===== config.mk =====
export PLATFORM = sky130hd
export DESIGN_NAME = bcd_serial_add_ctrl_flat
export DESIGN_NICKNAME = d
export VERILOG_FILES = /design/src/rtl/bcd_serial_add_ctrl_pkg.sv /design/src/rtl/bcd_serial_add_ctrl_if.sv /design/src/rtl/bcd_serial_add_ctrl_digit_add.sv /design/src/rtl/bcd_serial_add_ctrl.sv /design/src/flat_wrapper.sv
export SDC_FILE = /design/constraint.sdc
export NUM_CORES = 1
export LEC_CHECK = 0
export BUFFER_PORTS_ARGS = -buffer_cell sky130_fd_sc_hd__buf_4
export CORE_MARGIN = 1.5
export CORE_UTILIZATION = 30
export DETAILED_ROUTE_END_ITERATION = 16
export PLACE_DENSITY = 0.52
export SLEW_MARGIN = 20
export SYNTH_ARGS = -nofsm -noshare
export SYNTH_HDL_FRONTEND = slang
export SYNTH_SLANG_ARGS = --single-unit
export TNS_END_PERCENT = 100

===== constraint.sdc =====
create_clock -name clk -period 11.6 [get_ports clk]
set_input_delay 2.32 -clock clk [delete_from_list [all_inputs] [get_ports clk]]
set_output_delay 2.32 -clock clk [all_outputs]
set_load 0.01 [all_outputs]

===== src/rtl/bcd_serial_add_ctrl_pkg.sv =====
// ----------------------------------------------------------------------------
// bcd_pkg
// Shared constants and state type for the serial BCD adder controller.
// Optional feature macro used by the design: BCD_CHECK_EN (operand digit check).
// ----------------------------------------------------------------------------
package bcd_pkg;

    // Width of one packed BCD digit
    localparam int unsigned DIGIT_W = 4;

    // Largest legal BCD digit value
    localparam int unsigned BCD_MAX = 9;

    // Decimal adjust added when a digit sum exceeds BCD_MAX
    localparam int unsigned BCD_ADJ = 6;

    // Controller states
    typedef enum logic [1:0] {
        ST_IDLE = 2'd0,
        ST_RUN  = 2'd1,
        ST_DONE = 2'd2
    } state_e;

endpackage : bcd_pkg


===== src/rtl/bcd_serial_add_ctrl_if.sv =====
// ----------------------------------------------------------------------------
// bcd_serial_add_ctrl_if
// Request/result bundle between operand/control logic (master) and the
// serial BCD add controller (slave).
//   start       : add request, honoured only while the controller is idle
//   a_bcd/b_bcd : packed BCD operands, digit i in bits [4i+3:4i]
//   busy        : digits are being processed
//   done        : one-cycle pulse, sum/cout/err valid
//   sum         : packed BCD result
//   cout        : decimal carry out of the top digit
//   err         : an operand digit >9 was seen (only with BCD_CHECK_EN)
// ----------------------------------------------------------------------------
interface bcd_serial_add_ctrl_if #(
    parameter int unsigned DIGITS = 4
);
    import bcd_pkg::*;

    localparam int unsigned W = DIGIT_W * DIGITS;

    logic         start;
    logic [W-1:0] a_bcd;
    logic [W-1:0] b_bcd;
    logic         busy;
    logic         done;
    logic [W-1:0] sum;
    logic         cout;
    logic         err;

    modport master (
        output start, a_bcd, b_bcd,
        input  busy, done, sum, cout, err
    );

    modport slave (
        input  start, a_bcd, b_bcd,
        output busy, done, sum, cout, err
    );

endinterface : bcd_serial_add_ctrl_if


===== src/rtl/bcd_serial_add_ctrl_digit_add.sv =====
// ----------------------------------------------------------------------------
// bcd_digit_add
// Combinational single-digit BCD adder.
//   i_a, i_b  : operand digits (values above 9 are still added, no saturation)
//   i_cin     : decimal carry in
//   o_digit_c : (a + b + cin + (carry ? 6 : 0)) mod 16
//   o_cout_c  : decimal carry out, set when a + b + cin > 9
// ----------------------------------------------------------------------------
module bcd_digit_add
    import bcd_pkg::*;
(
    input  logic [DIGIT_W-1:0] i_a,
    input  logic [DIGIT_W-1:0] i_b,
    input  logic               i_cin,
    output logic [DIGIT_W-1:0] o_digit_c,
    output logic               o_cout_c
);

    localparam int unsigned SUM_W = DIGIT_W + 1;

    logic [SUM_W-1:0] w_sum;
    logic [SUM_W-1:0] w_adj;

    // Binary sum; 5 bits hold the worst case 15+15+1
    assign w_sum = SUM_W'(i_a) + SUM_W'(i_b) + SUM_W'(i_cin);

    assign o_cout_c = (w_sum > SUM_W'(BCD_MAX));

    // Decimal adjust, then keep the low digit only
    assign w_adj     = w_sum + (o_cout_c ? SUM_W'(BCD_ADJ) : SUM_W'(0));
    assign o_digit_c = DIGIT_W'(w_adj);

endmodule : bcd_digit_add


===== src/rtl/bcd_serial_add_ctrl.sv =====
// ----------------------------------------------------------------------------
// bcd_serial_add_ctrl
// Steps a packed multi-digit BCD addition through one shared digit adder,
// least-significant digit first, one digit per clock, rippling the carry.
// Ports:
//   clk : system clock, rising edge
//   rst : synchronous active-high reset
//   bus : bcd_serial_add_ctrl_if.slave (start, a_bcd, b_bcd in;
//         busy, done, sum, cout, err out; all outputs registered)
// Parameter:
//   DIGITS : digits per operand (>= 1)
// Build option:
//   BCD_CHECK_EN : when defined, err flags any operand digit >9 seen during
//                  the run; when undefined err is tied low.
// ----------------------------------------------------------------------------
module bcd_serial_add_ctrl
    import bcd_pkg::*;
#(
    parameter int unsigned DIGITS = 4
) (
    input  logic                 clk,
    input  logic                 rst,
    bcd_serial_add_ctrl_if.slave bus
);

    localparam int unsigned W     = DIGIT_W * DIGITS;
    localparam int unsigned IDX_W = (DIGITS > 1) ? $clog2(DIGITS) : 1;
    localparam int unsigned LAST  = DIGITS - 1;

    localparam logic [1:0] S_IDLE = 2'(ST_IDLE);
    localparam logic [1:0] S_RUN  = 2'(ST_RUN);
    localparam logic [1:0] S_DONE = 2'(ST_DONE);

    logic [1:0]         r_state;
    logic [1:0]         w_state_nxt;
    logic [IDX_W-1:0]   r_idx;
    logic               r_carry;
    logic [W-1:0]       r_a;
    logic [W-1:0]       r_b;
    logic [W-1:0]       r_sum;
    logic               r_busy;
    logic               r_done;
    logic               r_cout;

    logic               w_accept;
    logic               w_last;
    logic [DIGIT_W-1:0] w_a_dig;
    logic [DIGIT_W-1:0] w_b_dig;
    logic [DIGIT_W-1:0] w_digit;
    logic               w_dig_cout;

    assign w_accept = (r_state == S_IDLE) && bus.start;
    assign w_last   = (r_idx == IDX_W'(LAST));

    // Current digit of each latched operand
    assign w_a_dig = r_a[r_idx * DIGIT_W +: DIGIT_W];
    assign w_b_dig = r_b[r_idx * DIGIT_W +: DIGIT_W];

    // Shared digit adder
    bcd_digit_add u_digit_add (
        .i_a       (w_a_dig),
        .i_b       (w_b_dig),
        .i_cin     (r_carry),
        .o_digit_c (w_digit),
        .o_cout_c  (w_dig_cout)
    );

    // State register
    always_ff @(posedge clk) begin
        if (rst) begin
            r_state <= S_IDLE;
        end else begin
            r_state <= w_state_nxt;
        end
    end

    // Next-state logic; start is only looked at in IDLE
    always_comb begin
        w_state_nxt = r_state;
        case (r_state)
            S_IDLE:  if (bus.start) w_state_nxt = S_RUN;
            S_RUN:   if (w_last)    w_state_nxt = S_DONE;
            S_DONE:  w_state_nxt = S_IDLE;
            default: w_state_nxt = S_IDLE;
        endcase
    end

    // Operand latch, digit stepping and registered status outputs
    always_ff @(posedge clk) begin
        if (rst) begin
            r_idx   <= '0;
            r_carry <= 1'b0;
            r_a     <= '0;
            r_b     <= '0;
            r_sum   <= '0;
            r_busy  <= 1'b0;
            r_done  <= 1'b0;
            r_cout  <= 1'b0;
        end else begin
            r_busy <= (w_state_nxt == S_RUN);
            r_done <= (w_state_nxt == S_DONE);
            if (w_accept) begin
                r_a     <= bus.a_bcd;
                r_b     <= bus.b_bcd;
                r_idx   <= '0;
                r_carry <= 1'b0;
            end else if (r_state == S_RUN) begin
                r_sum[r_idx * DIGIT_W +: DIGIT_W] <= w_digit;
                r_carry <= w_dig_cout;
                r_idx   <= w_last ? '0 : r_idx + IDX_W'(1);
                // Carry out of the top digit becomes cout
                if (w_last) begin
                    r_cout <= w_dig_cout;
                end
            end
        end
    end

`ifdef BCD_CHECK_EN
    logic r_err;

    // Sticky invalid-digit flag, cleared by the next accepted start
    always_ff @(posedge clk) begin
        if (rst) begin
            r_err <= 1'b0;
        end else if (w_accept) begin
            r_err <= 1'b0;
        end else if ((r_state == S_RUN) &&
                     ((w_a_dig > DIGIT_W'(BCD_MAX)) || (w_b_dig > DIGIT_W'(BCD_MAX)))) begin
            r_err <= 1'b1;
        end
    end

    assign bus.err = r_err;
`else
    assign bus.err = 1'b0;
`endif

    assign bus.busy = r_busy;
    assign bus.done = r_done;
    assign bus.sum  = r_sum;
    assign bus.cout = r_cout;

endmodule : bcd_serial_add_ctrl


===== src/flat_wrapper.sv =====
// flat-port wrapper written by rule: the top's interface ports become plain ports
module bcd_serial_add_ctrl_flat import bcd_pkg::*;
#(
    parameter int unsigned DIGITS = 4
)
  (clk, rst, bus_start, bus_a_bcd, bus_b_bcd, bus_busy, bus_done, bus_sum, bus_cout, bus_err);
  bcd_serial_add_ctrl_if #(.DIGITS(DIGITS)) bus_i ();
  input  logic clk;
  input  logic rst;
  input wire logic [$bits(bus_i.start)-1:0] bus_start;
  input wire logic [$bits(bus_i.a_bcd)-1:0] bus_a_bcd;
  input wire logic [$bits(bus_i.b_bcd)-1:0] bus_b_bcd;
  output wire logic [$bits(bus_i.busy)-1:0] bus_busy;
  output wire logic [$bits(bus_i.done)-1:0] bus_done;
  output wire logic [$bits(bus_i.sum)-1:0] bus_sum;
  output wire logic [$bits(bus_i.cout)-1:0] bus_cout;
  output wire logic [$bits(bus_i.err)-1:0] bus_err;
  assign bus_i.start = bus_start;
  assign bus_i.a_bcd = bus_a_bcd;
  assign bus_i.b_bcd = bus_b_bcd;
  assign bus_busy = bus_i.busy;
  assign bus_done = bus_i.done;
  assign bus_sum = bus_i.sum;
  assign bus_cout = bus_i.cout;
  assign bus_err = bus_i.err;
  bcd_serial_add_ctrl #(.DIGITS(DIGITS)) u_core (.clk(clk), .rst(rst), .bus(bus_i));
endmodule

After elaboration in Yosys (flattened, before gate mapping):

Cells that the tools add are included.

* register bits after elaboration: 56

* shift-type cells: 4
* muxes and demuxes: 6
* equal/unequal tests: 4
* reductions and logical operators: 5
* order comparisons: 1
* $add $sub $neg: 5
* bitwise logic cells: 1

Operators with widths (number)
* 4-bit negation with 34-bit output: 1
* 4-bit by 34-bit variable shift with 16-bit output (first input constant): 1
* 4-bit by 34-bit variable part select with 16-bit output: 1
* 16-bit by 5-bit variable part select with 4-bit output: 2
* 16-bit bitwise mux: 1
* 2-bit 2-to-1 mux: 3
* 4-bit by 4-bit adder with 5-bit output: 1
* 5-bit by 1-bit adder with 5-bit output: 1
* 5-bit by 4-bit greater-than comparator with 1-bit output (second input constant): 1
* 4-bit by 3-bit adder with 4-bit output: 1
* 2-bit by 1-bit == test with 1-bit output (second input constant): 2
* 2-bit == test (second input constant): 2
* 2-bit case mux with 2 select lines: 1
* 3-bit 2-to-1 mux: 1
* 3-bit AND reduction: 1
* 2-bit by 1-bit adder with 2-bit output (second input constant): 1
* 2-bit logical NOT: 1
* 2-bit AND reduction: 1
* 2-bit OR reduction: 1
* 1-bit logical AND: 1
* 1-bit inverter: 1

Depth between registers and ports, before layout:

Gate-level depths: netlist of run 1.

* word-level depth: 8
* gate-level depth with buffers: 17
* mapped depth without buffers: 15

Cells and area by module:

Synthesis of run 1 repeated with hierarchy kept, for this count alone.

* cells, all modules: 243
* area total of the unflattened synthesis: 2596.2 µm²

Modules (own cells, without submodules)
* bcd_serial_add_ctrl: area each 2374.8 µm², seq. area each 1121.1 µm², cells an instance 222, instances 1
* bcd_digit_add: area each 221.5 µm², seq. area each 0.0 µm², cells an instance 21, instances 1

Worst setup path after synthesis of run 1:

Ideal clock, no wire load.

* kind: flip-flop to flip-flop
* start: register u_core.r_idx[0]
* end: register u_core.r_sum[11] (netlist: u_core.bus.sum[11])
* period minus slack after synthesis: 3933 ps
* library setup time: 130 ps
* required time: 11470 ps
* arrival time: 3802 ps
* stages on the path, launching flop included: 18
* setup slack: 7667 ps
* path through: dfxtp_1 buf_2 buf_2 mux4_2 fa_1 inv_1 fa_1 xor2_1 nand2_1 a311oi_1 inv_1 ha_1 inv_1 fa_1 xnor2_1 and3_1 o21ai_0 o21ai_0

* cells in the longest elaborated chain, start to end: 8
* elaborated cells on any way between the ends: 11

RTL lines
* from (decl): line bcd_serial_add_ctrl.sv:36 `logic [IDX_W-1:0] r_idx;`
* from (signal assigned): line bcd_serial_add_ctrl.sv:110 `r_idx <= w_last ? '0 : r_idx + IDX_W'(1);`
* 16-bit by 5-bit variable part select with 4-bit output (on tied branches): line bcd_serial_add_ctrl.sv:56, bcd_serial_add_ctrl.sv:57
* 4-bit by 4-bit adder with 5-bit output (*): line bcd_serial_add_ctrl_digit_add.sv:25 `assign w_sum = SUM_W'(i_a) + SUM_W'(i_b) + SUM_W'(i_cin);`
* 5-bit by 1-bit adder with 5-bit output (*): line bcd_serial_add_ctrl_digit_add.sv:25
* 5-bit by 4-bit greater-than comparator with 1-bit output (*): line bcd_serial_add_ctrl_digit_add.sv:27 `assign o_cout_c = (w_sum > SUM_W'(BCD_MAX));`
* via u_core.u_digit_add.o_cout_c: line bcd_serial_add_ctrl_digit_add.sv:16 `output logic o_cout_c`
* 3-bit 2-to-1 mux (*): line bcd_serial_add_ctrl_digit_add.sv:30 `assign w_adj = w_sum + (o_cout_c ? SUM_W'(BCD_ADJ) : SUM_W'(0));`
* 4-bit by 3-bit adder with 4-bit output (*): line bcd_serial_add_ctrl_digit_add.sv:30
* 4-bit by 34-bit variable part select with 16-bit output (*): line bcd_serial_add_ctrl.sv:108 `r_sum[r_idx * DIGIT_W +: DIGIT_W] <= w_digit;`
* 16-bit bitwise mux (*): line bcd_serial_add_ctrl.sv:108
* to (signal, indexed assignment): line bcd_serial_add_ctrl.sv:108
* to (decl): line bcd_serial_add_ctrl.sv:40 `logic [W-1:0] r_sum;`

The timed path passes the listed nets; every way through them passes the cells marked *.
A chain may end at the register's enable or synchronous reset.

Final worst setup path of run 1:

Ends and elaborated chain as after synthesis.

==> results of run 1 <==
[worst paths after layout]
| path | startpoint | end |
|---|---|---|
| min reg2reg | u_core.r_b[5] | u_core.r_b[5] |
| max | u_core.r_idx[0] | u_core.bus.sum[11] |
| min | u_core.r_b[5] | u_core.r_b[5] |
| max reg2reg | u_core.r_idx[0] | u_core.bus.sum[11] |
[registers in the layout, indices dropped and copies added (netlist names)]
signal / cells
u_core.bus.busy: 1
u_core.r_a: 16
u_core.r_carry: 1
u_core.bus.sum: 16
u_core.r_b: 16
u_core.r_state: 2
u_core.r_idx: 2
u_core.bus.done: 1
u_core.bus.cout: 1
[critical path, delay by kind of cell (launching register included)]
family	cells	cell delay, ns
mux	1	0.62
fa+ha+maj	4	1.00
buf+inv	3	0.23
xor+xnor	2	0.34
flops	1	0.92
compound gates	3	0.94
simple gates	2	0.29
[area by class of cell]
type	instances	area share, %
multi-input combinational	198	41.3
inverter	10	1.23
timing repair buffer	54	13.3
clock buffer	5	2.26
sequential	56	36.8
clock inverter	3	0.821
tap	105	4.31
[through the flow]
| stage | area (µm²) | setup slack, ns | cells |
|---|---|---|---|
| after floorplan | 2490 | 7.67 | 282 |
| after global placement | 2960 | 7.20 | 423 |
| after detailed placement | 2960 | 7.06 | 423 |
| after CTS | 3050 | 7.03 | 431 |
| after global routing | 3050 | 6.61 | 431 |
| final | 3050 | 7.13 | 431 |
[layout by cell type, fill, tap and decap left out, types with 2 or more instances in the layout]
master     count
a2bb2oi_1      4
a22oi_1        8
fa_1           3
mux4_2         8
buf_4         54
nand3_1        6
nand4_1        2
ha_1          10
nand2b_1       2
inv_1         10
nor2_1        14
nand2_1       68
nand3b_1       2
inv_6          2
and4_1         2
a311oi_1       3
o21ai_0        6
a21oi_1       38
dfxtp_1       56
clkbuf_8       5
nor3_1         4
nor2b_1        2
and3_1         3
[where the power goes]
group          internal [µW]  leakage (µW)  switching, µW
Clock                   44.2     0.0000452           65.9
Combinational           29.6      0.000727           31.3
Sequential               201      0.000457           6.46
Total                    274       0.00123            104
[kinds of logic after synthesis]
logic type	synth area share (%)
compound gates	14.4
simple gates	20.1
flops	44.9
fa+ha+maj	7.42
other cells	0.150
buf+inv	4.66
mux	7.62
xor+xnor	0.702
[layer usage]
layer	routed length [µm]	vias to the layer above	share of wire, %
li1	-	1050	-
met1	2650	935	48
met2	2580	37	47
met3	195	5	3.6
met4	54	0	0.98
met5	0	-	0
==> results.cfg, run 1 <==
[route]
drtPass1Iterations = 4
wire_per_inst_um = 12.7
routed_wl_mm = 5.49
drc = 0
ant_nets = 0
detail_route.vias_per_cell = 4.70
drt_iter0_drc = 52
vias = 2027

[pwr]
power_density_nw_per_um2 = 124
power.static_leakage_uw = 0.00123
vdd_drop_max_v = 0.0000466
total_power_uw = 378

[yosys]
synthCells = 282
synth_seq_area_share_pct = 44.9
ys_async_sr_fraction_pct = 0
syn_nets = 330
synth_flop_cell = dfxtp_1
syn-cell-area_um2 = 2490
syn_avg_cell_area_um2 = 8.85
yosysMostFrequentCell = nand2_1
synth_edf_count = 0
synth_top_area_share_pct = 44.9
ys_ff_latch = 56
synth.top_cells.by_count = nand2_1 (68), dfxtp_1 (56), a21oi_1 (38)
yosysWarnings = 0
ys_types = 35
yosys.area.top_type = dfxtp_1
synthTopCellsByArea = dfxtp_1 (45%), nand2_1 (10%), a21oi_1 (7.6%), mux4_2 (7.2%), ha_1 (5.0%)

[grt]
grt-ovfl-total = 0
use_met3_pct = 2.99
grt-busiest-layer = met2
grt_pass1_wl_mm = 9.58
antenna_found_initial = 0
grt_pass1_vias = 2051
grt_use_met2_pct = 22.8
grt_max_degree = 52
track_usage_pct = 13.6
use_met1_pct = 17.7

[die]
fp.dieW_um = 94.2
start_util_pct = 30.7
rows = 33
core-area_um2 = 8130
ios = 55
die_h_um = 94.2
die_area_um2 = 8870

[critical_path]
r2r_cells = 15
path_max_fanout = 19
worstSetupStartpointType = flip-flop
r2r_setup_slack_ns = 7.13
cp-end-kind = flip-flop
arrival_ns = 4.66
crit_path_cell_trace = mux4_2 -> fa_1 -> inv_1 -> fa_1 -> xor2_1 -> nand2_1 -> a311oi_1 -> inv_1 -> ha_1 -> inv_1 -> fa_1 -> xnor2_1 -> and3_1 -> o21ai_0 -> o21ai_0
cpMaxStageDelayCell = dfxtp_1
path_class = reg -> reg
cpPeakStageDelay_ns = 0.92
cp.required_ns = 11.79

[clock_network]
htreeDepth = 2
hold_buffers = 0
cts.clk_slew.worst_paths_ns = 0.10
numCtsBuffers = 5
cts_root_buffer = clkbuf_8
clockBufferDepth = 2
cts_resized = 0
cts_sinks = 56
post-cts-setup-buffers = 0
cts_tree = built
clkLatencyLatePin_ns = 0.31

[timing]
tightest_slew_ns = 0.889
holdWs_ns = 0.457
min_period_over_period_pct = 38.5
finalCriticalPeriod_ns = 4.47
finalSetupViolCount = 0
max_freq_mhz = 224
tns_ns = 0
slew_viol_final = 0
rsz0062_at_grt = false
slew_headroom_pct = 40.6
finClkSkew_ns = 0.0102
finalHoldViolations = 0

[layout]
diodes = 0
num-fill-cells = 858
nNetsFinal = 373
fin_util_pct = 37.5
multi_input_comb_area_um2 = 1260
drive_above_1_share_pct = 22.4
area_delta_synth_final_pct = 22.2
regArea_um2 = 1120

[place]
io_buffers = 53
place_congestion = 0.833
hpwl_mm = 4.05

[hold_path]
hold_path_class = reg -> reg
hold_depth = 2

[flow_run]
cap_violations = 0

[outcome]
outcome = complete, no violations
Note: power is estimated with default switching activity, not from simulation.
==> inputs of run 2 (changes only) <==
--- a/config.mk
+++ b/config.mk
@@ -5,6 +5,7 @@
 export SDC_FILE = /design/constraint.sdc
 export NUM_CORES = 1
 export LEC_CHECK = 0
+export ABC_AREA = 1
 export BUFFER_PORTS_ARGS = -buffer_cell sky130_fd_sc_hd__buf_4
 export CORE_MARGIN = 1.5
 export CORE_UTILIZATION = 30
==> constraint.sdc (replaced) <==
create_clock -name clk -period 4.47 [get_ports clk]
set_input_delay 0.894 -clock clk [delete_from_list [all_inputs] [get_ports clk]]
set_output_delay 0.894 -clock clk [all_outputs]
set_load 0.01 [all_outputs]
==> results.cfg, run 2 <==
[layout]
num-fill-cells = 901
diodes = 0
fin_util_pct = 38.2
drive_above_1_share_pct = 19.2
final_cell_mix = nor2_1 (88), dfxtp_1 (56), buf_4 (55), o21ai_0 (45), nand2_1 (40)
area_delta_synth_final_pct = 23.5
nNetsFinal = 432
mostFrequentLayoutCell = nor2_1

[die]
core-area_um2 = 8180
ios = 55
fp.dieW_um = 94.8
die_h_um = 94.8
die_area_um2 = 8990
rows = 33
start_util_pct = 30.9

[clock_network]
cts_tree = built
cts_sinks = 56
cts_resized = 0
cts_root_buffer = clkbuf_8
clkLatencyLatePin_ns = 0.31
clockBufferDepth = 2
post-cts-setup-buffers = 0
numCtsBuffers = 5
htreeDepth = 2
cts.clk_slew.worst_paths_ns = 0.10
hold_buffers = 0

[place]
place_congestion = 0.829
place_ws_ns = 0.971
io_buffers = 53
hpwl_mm = 4.20

[route]
wire_per_inst_um = 11.8
vias = 2225
ant_nets = 0
detail_route.vias_per_cell = 4.54
drt_iter0_drc = 70
routed_wl_mm = 5.77
drc = 0
drtPass1Iterations = 4

[yosys]
synthTopCellsByArea = dfxtp_1 (44%), nor2_1 (13%), o21ai_0 (8.9%), nand2_1 (5.9%), ha_1 (4.9%)
yosysMostFrequentCell = nor2_1
ys_types = 27
syn-cell-area_um2 = 2530
synth_flop_cell = dfxtp_1
synth_edf_count = 0
synth_top_area_share_pct = 44.3
yosys.area.top_type = dfxtp_1
synth-xor-area-share_pct = 0.346
synth-simple-area-share_pct = 24.4
synthMuxAreaShare_pct = 0
synth.top_cells.by_count = nor2_1 (88), dfxtp_1 (56), o21ai_0 (45)
synthCells = 339
synth_seq_area_share_pct = 44.3
synth_top_family_by_area = simple AND/OR/NAND/NOR gates
ys_ff_latch = 56
synth_compound_area_share_pct = 17.3
ys_async_sr_fraction_pct = 0
syn_avg_cell_area_um2 = 7.46
syn_nets = 387
yosysWarnings = 0
synthAdderAreaFrac_pct = 7.32

[hold_path]
hp-start = u_core.bus.sum[13]
hold_path_class = reg -> reg
min_to = u_core.bus.sum[13]
hold_depth = 2

[flow_run]
cap_violations = 0

[timing]
setup_ws_ns = 0.966
slew_viol_final = 0
max_freq_mhz = 285
finClkSkew_ns = 0.00489
tightest_slew_ns = 0.860
min_period_over_period_pct = 78.4
slew_headroom_pct = 42.6
rsz0062_at_grt = false
holdWs_ns = 0.471
finalCriticalPeriod_ns = 3.50
finalSetupViolCount = 0
finalHoldViolations = 0
tns_ns = 0

[critical_path]
crit_buf_inv = 3
worstReg2RegStart = u_core.r_idx[1]
cp.required_ns = 4.72
path_delay_family = adder cells
cp_num_cells = 16
r2r_cells = 16
cpMaxStageDelayCell = dfxtp_1
cp-end-kind = flip-flop
r2r_end = u_core.bus.sum[6]
path_class = reg -> reg
crit_path_cell_trace = inv_1 -> o21ai_0 -> o22ai_1 -> fa_1 -> inv_1 -> fa_1 -> xor2_1 -> nand2_1 -> nand3_1 -> nand2_2 -> ha_1 -> inv_1 -> fa_1 -> nor3_1 -> a22oi_1 -> nor2_1
cpPeakStageDelay_ns = 0.56
path_max_fanout = 13
worstSetupStartpointType = flip-flop
r2r_setup_slack_ns = 0.97
arrival_ns = 3.76

[grt]
grt_max_degree = 37
grt_pass1_wl_mm = 9.72
track_usage_pct = 13.9
antenna_found_initial = 0
grt_pass1_vias = 2124
grt-ovfl-total = 0

[outcome]
outcome = complete, no violations

[pwr]
power_density_nw_per_um2 = 371
power.static_leakage_uw = 0.00135
vdd_drop_max_v = 0.000133
==> run 2: cell types whose count changed in the layout (fill, tap and decap cells not counted), moves of 6 or more <==
cell / previous run / this run
nand2_1: 68 / 40
nor2_1: 14 / 88
a21oi_1: 38 / 17
o21ai_0: 6 / 45
o22ai_1: 0 / 6
mux4_2: 8 / 0
inv_1: 10 / 18
==> run 2: worst register-to-register path, cell delays in order, from the launching register on <==
cell and delay [ns]:
dfxtp_1 0.56, inv_1 0.29, o21ai_0 0.14, o22ai_1 0.12, fa_1 0.42, inv_1 0.08, fa_1 0.20, xor2_1 0.25
nand2_1 0.08, nand3_1 0.10, nand2_2 0.07, ha_1 0.20, inv_1 0.06, fa_1 0.42, nor3_1 0.25, a22oi_1 0.11
nor2_1 0.09
==> run 2: metrics by stage <==
| stage | area, µm² | power (µW) | std cells |
|---|---|---|---|
| after global placement | 3000 | 811 | 482 |
| after floorplan | 2530 | 732 | 339 |
| final | 3130 | 1160 | 490 |
| after detailed placement | 3000 | 814 | 482 |
| after global routing | 3130 | 1240 | 490 |
| after CTS | 3130 | 1180 | 490 |
==> run 2: logic make-up after synthesis <==
logic type | count (synthesis)
simple gates | 149
compound gates | 80
flops | 56
buf+inv | 39
fa+ha+maj | 13
xor+xnor | 1
other cells | 1
==> run 2: routing by layer <==
| layer | part of all wire, % | routed length [µm] | vias to the layer above | global-route usage [%] |
|---|---|---|---|---|
| met5 | 0 | 0 | - | 0 |
| li1 | - | - | 1191 | - |
| met3 | 5.3 | 303 | 10 | 4.03 |
| met4 | 1.6 | 94 | 0 | 4.60 |
| met1 | 50 | 2890 | 975 | 17.8 |
| met2 | 43 | 2480 | 49 | 22.4 |
==> run 2: final cells by class <==
| cell class | count | area [µm²] | share of cell area [%] |
|---|---|---|---|
| multi-input combinational | 244 | 1250 | 40.0 |
| inverter | 22 | 82.6 | 2.64 |
| clock buffer | 7 | 96.3 | 3.08 |
| tap | 105 | 131 | 4.20 |
| sequential | 56 | 1120 | 35.9 |
| clock inverter | 1 | 30.0 | 0.961 |
| timing repair buffer | 55 | 413 | 13.2 |
==> run 2: where the power goes <==
group / total, µW / internal (µW) / switching, µW
Clock: 361 / 198 / 163
Combinational: 250 / 98.9 / 151
Sequential: 550 / 531 / 18.4
==> run 2: worst max-delay path by stage <==
stage / from / endpoint / slack [ns]
floorplan: u_core.r_idx[0] / u_core.bus.sum[14] / 1.24
global placement: u_core.r_idx[1] / u_core.bus.sum[14] / 1.04
detailed placement: u_core.r_idx[1] / u_core.bus.sum[6] / 0.97
CTS: u_core.r_idx[1] / u_core.bus.sum[6] / 0.94
global route: u_core.r_idx[1] / u_core.bus.sum[6] / 0.54
finish: u_core.r_idx[1] / u_core.bus.sum[6] / 0.97
